===== src/rtl/amber128_wb_arbiter.sv =====
// Writeback arbiter for the 128-bit data regfile with a RAW pending-write scoreboard.
// Define AMBER128_WB_FIXED_PRIO_EN for fixed priority (lowest index first) instead of round-robin.
module amber128_wb_arbiter #(
    parameter int NUM_REQ   = 3,
    parameter int XLEN      = 128,
    parameter int REG_COUNT = 32,
    parameter int REG_IDX_W = 5
) (
    input  logic                           clk_i,
    input  logic                           rst_ni,
    input  logic [NUM_REQ-1:0]             wb_valid_i,
    input  logic [NUM_REQ*REG_IDX_W-1:0]   wb_rw_i,
    input  logic [NUM_REQ*XLEN-1:0]        wb_wd_i,
    output logic [NUM_REQ-1:0]             wb_ready_o,
    output logic                           rf_valid_o,
    output logic                           rf_we_o,
    output logic [REG_IDX_W-1:0]           rf_rw_o,
    output logic [XLEN-1:0]                rf_wd_o,
    input  logic                           iss_valid_i,
    input  logic [REG_IDX_W-1:0]           iss_rd_i,
    input  logic                           flush_i,
    output logic [REG_COUNT-1:0]           pend_o
);

    localparam int PTR_W = (NUM_REQ > 1) ? $clog2(NUM_REQ) : 1;

    logic                 w_gnt;
    logic [PTR_W-1:0]     w_win;
    logic [REG_IDX_W-1:0] w_sel_rw;
    logic [XLEN-1:0]      w_sel_wd;
    logic [REG_COUNT-1:0] w_pend_nxt;

    logic                 r_valid;
    logic                 r_we;
    logic [REG_IDX_W-1:0] r_rw;
    logic [XLEN-1:0]      r_wd;
    logic [REG_COUNT-1:0] r_pend;

`ifdef AMBER128_WB_FIXED_PRIO_EN
    always_comb begin
        logic [PTR_W-1:0] v_idx;
        v_idx = '0;
        w_gnt = 1'b0;
        w_win = '0;
        // Descending scan so the lowest valid index is the last to assign.
        for (int i = NUM_REQ - 1; i >= 0; i--) begin
            v_idx = PTR_W'(i);
            if (wb_valid_i[v_idx]) begin
                w_gnt = 1'b1;
                w_win = v_idx;
            end
        end
    end
`else
    logic [PTR_W-1:0] r_rr_ptr;

    always_comb begin
        int               v_t;
        logic [PTR_W-1:0] v_idx;
        v_t   = 0;
        v_idx = '0;
        w_gnt = 1'b0;
        w_win = '0;
        // Descending distance from r_rr_ptr: the nearest valid source wins.
        for (int i = NUM_REQ - 1; i >= 0; i--) begin
            v_t = int'(r_rr_ptr) + i;
            if (v_t >= NUM_REQ) begin
                v_t = v_t - NUM_REQ;
            end
            v_idx = PTR_W'(v_t);
            if (wb_valid_i[v_idx]) begin
                w_gnt = 1'b1;
                w_win = v_idx;
            end
        end
    end

    always_ff @(posedge clk_i or negedge rst_ni) begin
        if (!rst_ni) begin
            r_rr_ptr <= '0;
        end else if (w_gnt) begin
            r_rr_ptr <= (w_win == PTR_W'(NUM_REQ - 1)) ? '0 : w_win + 1'b1;
        end
    end
`endif

    always_comb begin
        wb_ready_o = '0;
        if (w_gnt) begin
            wb_ready_o[w_win] = 1'b1;
        end
    end

    assign w_sel_rw = wb_rw_i[w_win*REG_IDX_W +: REG_IDX_W];
    assign w_sel_wd = wb_wd_i[w_win*XLEN +: XLEN];

    always_ff @(posedge clk_i or negedge rst_ni) begin
        if (!rst_ni) begin
            r_valid <= 1'b0;
            r_we    <= 1'b0;
            r_rw    <= '0;
            r_wd    <= '0;
        end else if (w_gnt) begin
            r_valid <= 1'b1;
            r_we    <= (w_sel_rw != '0);
            r_rw    <= w_sel_rw;
            r_wd    <= w_sel_wd;
        end else begin
            r_valid <= 1'b0;
            r_we    <= 1'b0;
        end
    end

    // Set after clear: a newly issued producer outranks the committing one.
    always_comb begin
        w_pend_nxt = r_pend;
        if (r_valid) begin
            w_pend_nxt[r_rw] = 1'b0;
        end
        if (iss_valid_i) begin
            w_pend_nxt[iss_rd_i] = 1'b1;
        end
        w_pend_nxt[0] = 1'b0;
        if (flush_i) begin
            w_pend_nxt = '0;
        end
    end

    always_ff @(posedge clk_i or negedge rst_ni) begin
        if (!rst_ni) begin
            r_pend <= '0;
        end else begin
            r_pend <= w_pend_nxt;
        end
    end

    assign rf_valid_o = r_valid;
    assign rf_we_o    = r_we;
    assign rf_rw_o    = r_rw;
    assign rf_wd_o    = r_wd;
    assign pend_o     = r_pend;

endmodule

===== config.mk =====
export PLATFORM = sky130hd
export DESIGN_NAME = amber128_wb_arbiter
export DESIGN_NICKNAME = d
export VERILOG_FILES = /design/src/rtl/amber128_wb_arbiter.sv
export SDC_FILE = /design/constraint.sdc
export NUM_CORES = 1
export LEC_CHECK = 0
export CORE_AREA = 2 2 227 229
export DETAILED_ROUTE_END_ITERATION = 8
export DIE_AREA = 0 0 229 231
export PLACE_DENSITY = 0.4
export SETUP_SLACK_MARGIN = 0.05
export SLEW_MARGIN = 20
export SYNTH_ARGS = -nofsm -noshare
export SYNTH_HDL_FRONTEND = slang
export SYNTH_SLANG_ARGS = --single-unit

===== constraint.sdc =====
create_clock -name clk_i -period 6.2 [get_ports clk_i]
set_clock_uncertainty 0.1 [all_clocks]
set_input_delay 1.24 -clock clk_i [delete_from_list [all_inputs] [get_ports clk_i]]
set_output_delay 1.24 -clock clk_i [all_outputs]
set_load 0.1 [all_outputs]

==> flow_summary.toml, run 1 <==
[finish]
fin_cells = 2046
final_util = 0.307
drive_above_1_share = 0.0839
multi_input_comb_area_um2 = 4000
regArea_um2 = 4200
final_common_cell = "clkdlybuf4s50_1"
final_cell_mix = "574 x clkdlybuf4s50_1, 168 x dfrtp_1, 134 x mux2i_1, 133 x o22ai_1, 102 x a21oi_1"
fillCellCount = 5394
area_growth_pct = 82.1
nets = 1760

[run]
max-cap-violations = 0

[floorplan]
die-area_um2 = 52900
die_h_um = 231
ios = 581
die_w_um = 229
initial_core_util = 0.169
rows = 83
core_um2 = 50700

[grt]
grt_max_degree = 134
antenna_found_initial = 12
grt_pass1_vias = 9277
grt-ovfl-total = 0
grt_usage = 0.165
grt_pass1_wl_um = 63500

[worst_setup_path]
crit_type = "in -> out"
path_cells = "clkdlybuf4s50_1, mux2i_1, o21ai_0, o31ai_4, buf_4, and2_4, nor2b_1, buf_12"
crit_slowest_cell = "clkdlybuf4s50_1"
critPathBufInv = 3
endpoint_kind = "output pin"
worstPathRequired_ns = 4.86
max_stage_delay_ns = 0.51
cp_max_fo = 22
cp.arrival_ns = 3.36
cp-start-kind = "primary input"
cp_top_family = "buffers and inverters"

[logic_synthesis]
synth-edff-count = 0
syn_area_per_cell_um2 = 10.6
synthSimpleGateAreaFrac = 0.0549
yosysSeqAreaShare = 0.492
synth_xor_area_frac = 0
synth_compound_area_frac = 0.248
async_reset_ff_frac = 1.00
syn-num-nets = 1222
synthMuxAreaShare = 0.157
yosysWarnings = 0
synth_top_family_by_area = "compound AO/OA/AOI/OAI gates"
synthAdderAreaFrac = 0.00439
synthFlopType = "dfrtp_1"
synth_cells = 808
synth_area_um2 = 8540
synth-seq-cells = 168
ys_types = 38

[detailed_routing]
ant_nets = 0
drt_iter0_drc = 363
vias = 8831
drc = 0
dr.pass1.iters = 5
wl_per_cell_um = 21.7
wl_um = 44300
drt-vias-per-instance = 4.32

[placement]
port_buffers = 579
place_congestion = 0.793
hpwlAfterDp_um = 33300
dpl.cell_count = 2007

[clocking]
cts.repair.resized = 0
cts_tree = "built"
h-tree-depth = 4
root_buffer = "clkbuf_16"
numCtsBuffers = 17
clock_path_buffers = 2
cts_sinks = 168
worstSkewPairLatency_ns = 0.49
cts-hold-fix-buffers = 0
cts_setup_buffers = 0
clk_pin_slew_ns = 0.07

[timing]
setup_viol = 0
max_slew.worst_pin.slew_ns = 1.12
rsz0062_at_grt = "no"
fmax_mhz = 213
period_minus_slack_ns = 4.70
slew_viol_final = 0
min_period_over_period = 0.759
hold_viol = 0
slew_headroom = 0.251
tns_ns = 0

[worst_hold_path]
hold_class = "reg -> reg"

[outcome]
outcome = "finished, final reports clean"
cell families (layout without fill, tap and decap cells):
| logic type | count (synthesis) | count (layout) |
|---|---|---|
| other | 1 | 8 |
| buffers and inverters | 74 | 625 |
| adder cells (fa/ha/maj) | 3 | 3 |
| AND/OR/NAND/NOR | 88 | 88 |
| multiplexers | 134 | 134 |
| AO/OA/AOI/OAI | 340 | 340 |
| flip-flops | 168 | 168 |
cells in the mapped netlist, types with 3 or more instances:
| master | n | area share |
|---|---|---|
| mux2i_1 | 134 | 0.16 |
| dfrtp_1 | 168 | 0.49 |
| nand2_1 | 39 | 0.017 |
| a21oi_1 | 102 | 0.060 |
| nor2b_1 | 6 | 0.0044 |
| buf_6 | 8 | 0.011 |
| nor2_1 | 8 | 0.0035 |
| o22ai_1 | 133 | 0.097 |
| o21ai_0 | 37 | 0.022 |
| ha_1 | 3 | 0.0044 |
| and3b_1 | 3 | 0.0031 |
| nand3b_1 | 7 | 0.0062 |
| or4_1 | 3 | 0.0026 |
| clkbuf_1 | 35 | 0.015 |
| a31oi_1 | 3 | 0.0022 |
| inv_1 | 3 | 0.0013 |
| buf_2 | 20 | 0.012 |
| a21oi_2 | 60 | 0.062 |
| nor3b_1 | 5 | 0.0044 |
| buf_1 | 7 | 0.0031 |
layout make-up:
class	count	share of cell area
repair buffers	590	0.379
flip-flops and latches	168	0.270
multi-input cells	566	0.257
well taps	680	0.0547
clock buffers	18	0.0276
clock inverters	14	0.00949
diodes	7	0.00113
inverters	3	0.000724
flip-flops by register name, summed over array words and instances, names as in the netlist:
name,cells
rf_valid_o,1
r_rr_ptr,2
rf_rw_o,5
pend_o,31
rf_wd_o,128
rf_we_o,1
worst register-to-register path, stage by stage, from the launching register on:
cell     delay (ns)
dfrtp_1        0.40
inv_1          0.08
ha_1           0.29
mux2i_1        0.13
o21ai_0        0.40
or4_4          0.22
buf_4          0.65
buf_4          0.84
o22ai_1        0.28
a21oi_2        0.16
per-layer routing:
metal  part of all wire  wire [um]  global-route usage
met3              0.094       4180              0.0723
met5             0.0021         93                   0
met1               0.38      16800               0.181
met4              0.016        698              0.0479
met2               0.51      22600               0.289
through the flow:
step	cell area, um2	setup WS (ns)	hold slack, ns
finish	15600	1.50	0.443
global placement	15000	1.51	0.428
CTS	15500	1.49	0.445
floorplan	8540	1.24	0.430
detailed placement	15000	1.50	0.435
global route	15500	1.32	0.475
worst paths after layout:
path                                          from                      end  slack (ns)  cells after the start
max                                  wb_valid_i[2]            wb_ready_o[0]        1.50                      8
min                           pend_o[20]$_DFF_PN0_     pend_o[20]$_DFF_PN0_        0.44                      2
max reg2reg                r_rr_ptr[0]$_DFFE_PN0P_  rf_wd_o[39]$_DFFE_PN0P_        2.58                      9
min reg2reg                   pend_o[20]$_DFF_PN0_     pend_o[20]$_DFF_PN0_        0.44                      2
max in group asynchronous                   rst_ni  rf_wd_o[94]$_DFFE_PN0P_        4.09                      2
min in group asynchronous                   rst_ni   rf_wd_o[7]$_DFFE_PN0P_        0.75                      1
Power of run 1 is not shown: default switching activity piles up to over one toggle a cycle in this logic, so the estimate is an artifact.
==> run 2, diff against run 1 <==
--- a/config.mk
+++ b/config.mk
@@ -5,10 +5,10 @@
 export SDC_FILE = /design/constraint.sdc
 export NUM_CORES = 1
 export LEC_CHECK = 0
-export CORE_AREA = 2 2 227 229
+export CORE_AREA = 2 2 226 228
 export DETAILED_ROUTE_END_ITERATION = 8
-export DIE_AREA = 0 0 229 231
-export PLACE_DENSITY = 0.4
+export DIE_AREA = 0 0 228 230
+export PLACE_DENSITY = 0.42
 export SETUP_SLACK_MARGIN = 0.05
 export SLEW_MARGIN = 20
 export SYNTH_ARGS = -nofsm -noshare
==> constraint.sdc (replaced) <==
create_clock -name clk_i -period 3.96 [get_ports clk_i]
set_clock_uncertainty 0.1 [all_clocks]
set_input_delay 0.792 -clock clk_i [delete_from_list [all_inputs] [get_ports clk_i]]
set_output_delay 0.792 -clock clk_i [all_outputs]
set_load 0.1 [all_outputs]
==> run 2 against run 1 <==
Net effect: sequential cell count unchanged; non-clock buffer count increased by 7; setup slack got worse by 1.1 ns; global-route usage decreased by 0.077 points; clock-buffer cell count increased by 2; register-to-register slack got worse by 2.1 ns; sequential share of layout area decreased by 0.37 points; die area decreased by 0.87%; via count decreased by 0.84%; critical path depth unchanged; first-iteration DRC count increased by 5.0%; core utilization increased by 0.93 points; critical path type is now reg -> out; highest routed layer unchanged.
==> flow_summary.toml, run 2 (synthesis gave the netlist of run 1 again) <==
[worst_setup_path]
cp.arrival_ns = 2.67
path_cells = "inv_1, ha_1, mux2i_1, nor2_1, or4_4, and2_4, nor2b_2, buf_12"
max_stage_delay_ns = 0.52
crit_type = "reg -> out"
cp-start-kind = "flip-flop"
worstPathRequired_ns = 3.07
endpoint_kind = "output pin"
cp_max_fo = 10
crit_slowest_cell = "or4_4"

[clocking]
numCtsBuffers = 17
h-tree-depth = 4
clk_pin_slew_ns = 0.07
cts_sinks = 168
cts-hold-fix-buffers = 0
root_buffer = "clkbuf_16"
cts_setup_buffers = 0
clock_path_buffers = 2
cts_tree = "built"
worstSkewPairLatency_ns = 0.49
cts.repair.resized = 0

[timing]
setup_viol = 0
fmax_mhz = 280
period_minus_slack_ns = 3.57
slew_viol_final = 0
min_period_over_period = 0.901
rsz0062_at_grt = "no"
max_slew.worst_pin.slew_ns = 1.12
hold_viol = 0
slew_headroom = 0.256

[grt]
grt_pass1_vias = 9440
grt_max_degree = 137
antenna_found_initial = 6
grt_pass1_wl_um = 63400
grt_usage = 0.164
grt-ovfl-total = 0

[finish]
drive_above_1_share = 0.0908
final_cell_mix = "571 x clkdlybuf4s50_1, 168 x dfrtp_1, 134 x mux2i_1, 133 x o22ai_1, 102 x a21oi_1"
largest_reg_flops = 128
fin_area_um2 = 15800
nets = 1767
final_common_cell = "clkdlybuf4s50_1"
area_growth_pct = 84.6

[placement]
hpwlAfterDp_um = 32600
dpl_cell_area_um2 = 15100
place_congestion = 0.809
port_buffers = 579

[detailed_routing]
drc = 0
vias = 8757
drt_iter0_drc = 381
dr.pass1.iters = 4
wl_um = 43600
ant_nets = 0
drt-vias-per-instance = 4.29
wl_per_cell_um = 21.4

[floorplan]
rows = 82
ios = 581
initial_core_util = 0.171
die_h_um = 230
core_um2 = 49900
die-area_um2 = 52400
die_w_um = 228

[outcome]
outcome = "finished, final reports clean"

[worst_hold_path]
hold_class = "in -> async"

[run]
max-cap-violations = 0
run 2: worst paths after layout:
kind / startpoint / slack, ns / depth (start not counted) / to
max in group asynchronous: rst_ni / 2.63 / 2 / pend_o[10]$_DFF_PN0_
min in group clk_i: pend_o[29]$_DFF_PN0_ / 0.44 / 2 / pend_o[29]$_DFF_PN0_
worst max register to register: r_rr_ptr[1]$_DFFE_PN0P_ / 0.48 / 9 / rf_wd_o[92]$_DFFE_PN0P_
worst max-delay path: r_rr_ptr[1]$_DFFE_PN0P_ / 0.39 / 8 / wb_ready_o[0]
worst min-delay path: rst_ni / 0.22 / 1 / rf_wd_o[10]$_DFFE_PN0P_
worst min register to register: pend_o[29]$_DFF_PN0_ / 0.44 / 2 / pend_o[29]$_DFF_PN0_
run 2: metrics by stage:
step / util / cells / setup TNS, ns / setup WS (ns) / hold slack, ns
6_report: 0.316 / 2041 / 0 / 0.394 / 0.221
5_1_grt: 0.316 / 2038 / 0 / 0.183 / 0.272
4_1_cts: 0.316 / 2037 / 0 / 0.323 / 0.231
3_5_place_dp: 0.303 / 2006 / -0.584 / -0.0290 / 0.437
3_3_place_gp: 0.303 / 2006 / 0 / 0.0161 / 0.432
2_1_floorplan: - / 808 / 0 / 0.325 / 0.396
run 2: metal layers:
metal	vias to the layer above	track usage	wire, um
met2	362	0.285	21800
met3	46	0.0619	3790
met1	4196	0.185	17200
met5	-	0	24
li1	4149	-	-
met4	4	0.0558	831
run 2: cell type report:
type | instances | area, um2
clock buffer | 20 | 457
sequential | 168 | 4200
fill | 5213 | 34100
antenna | 4 | 10.0
tap | 672 | 841
clock inverter | 11 | 216
multi-input combinational | 566 | 4000
inverter | 3 | 11.3
timing repair buffer | 597 | 6030
run 2: critical path, delay by kind of cell, from the launching register on:
family	cells	cell delay (ns)
adders and majority gates	1	0.36
buffers and inverters	2	0.26
muxes	1	0.23
DFF	1	0.41
and+or+nand+nor	4	0.92
Power of run 2 is left out for the same reason.
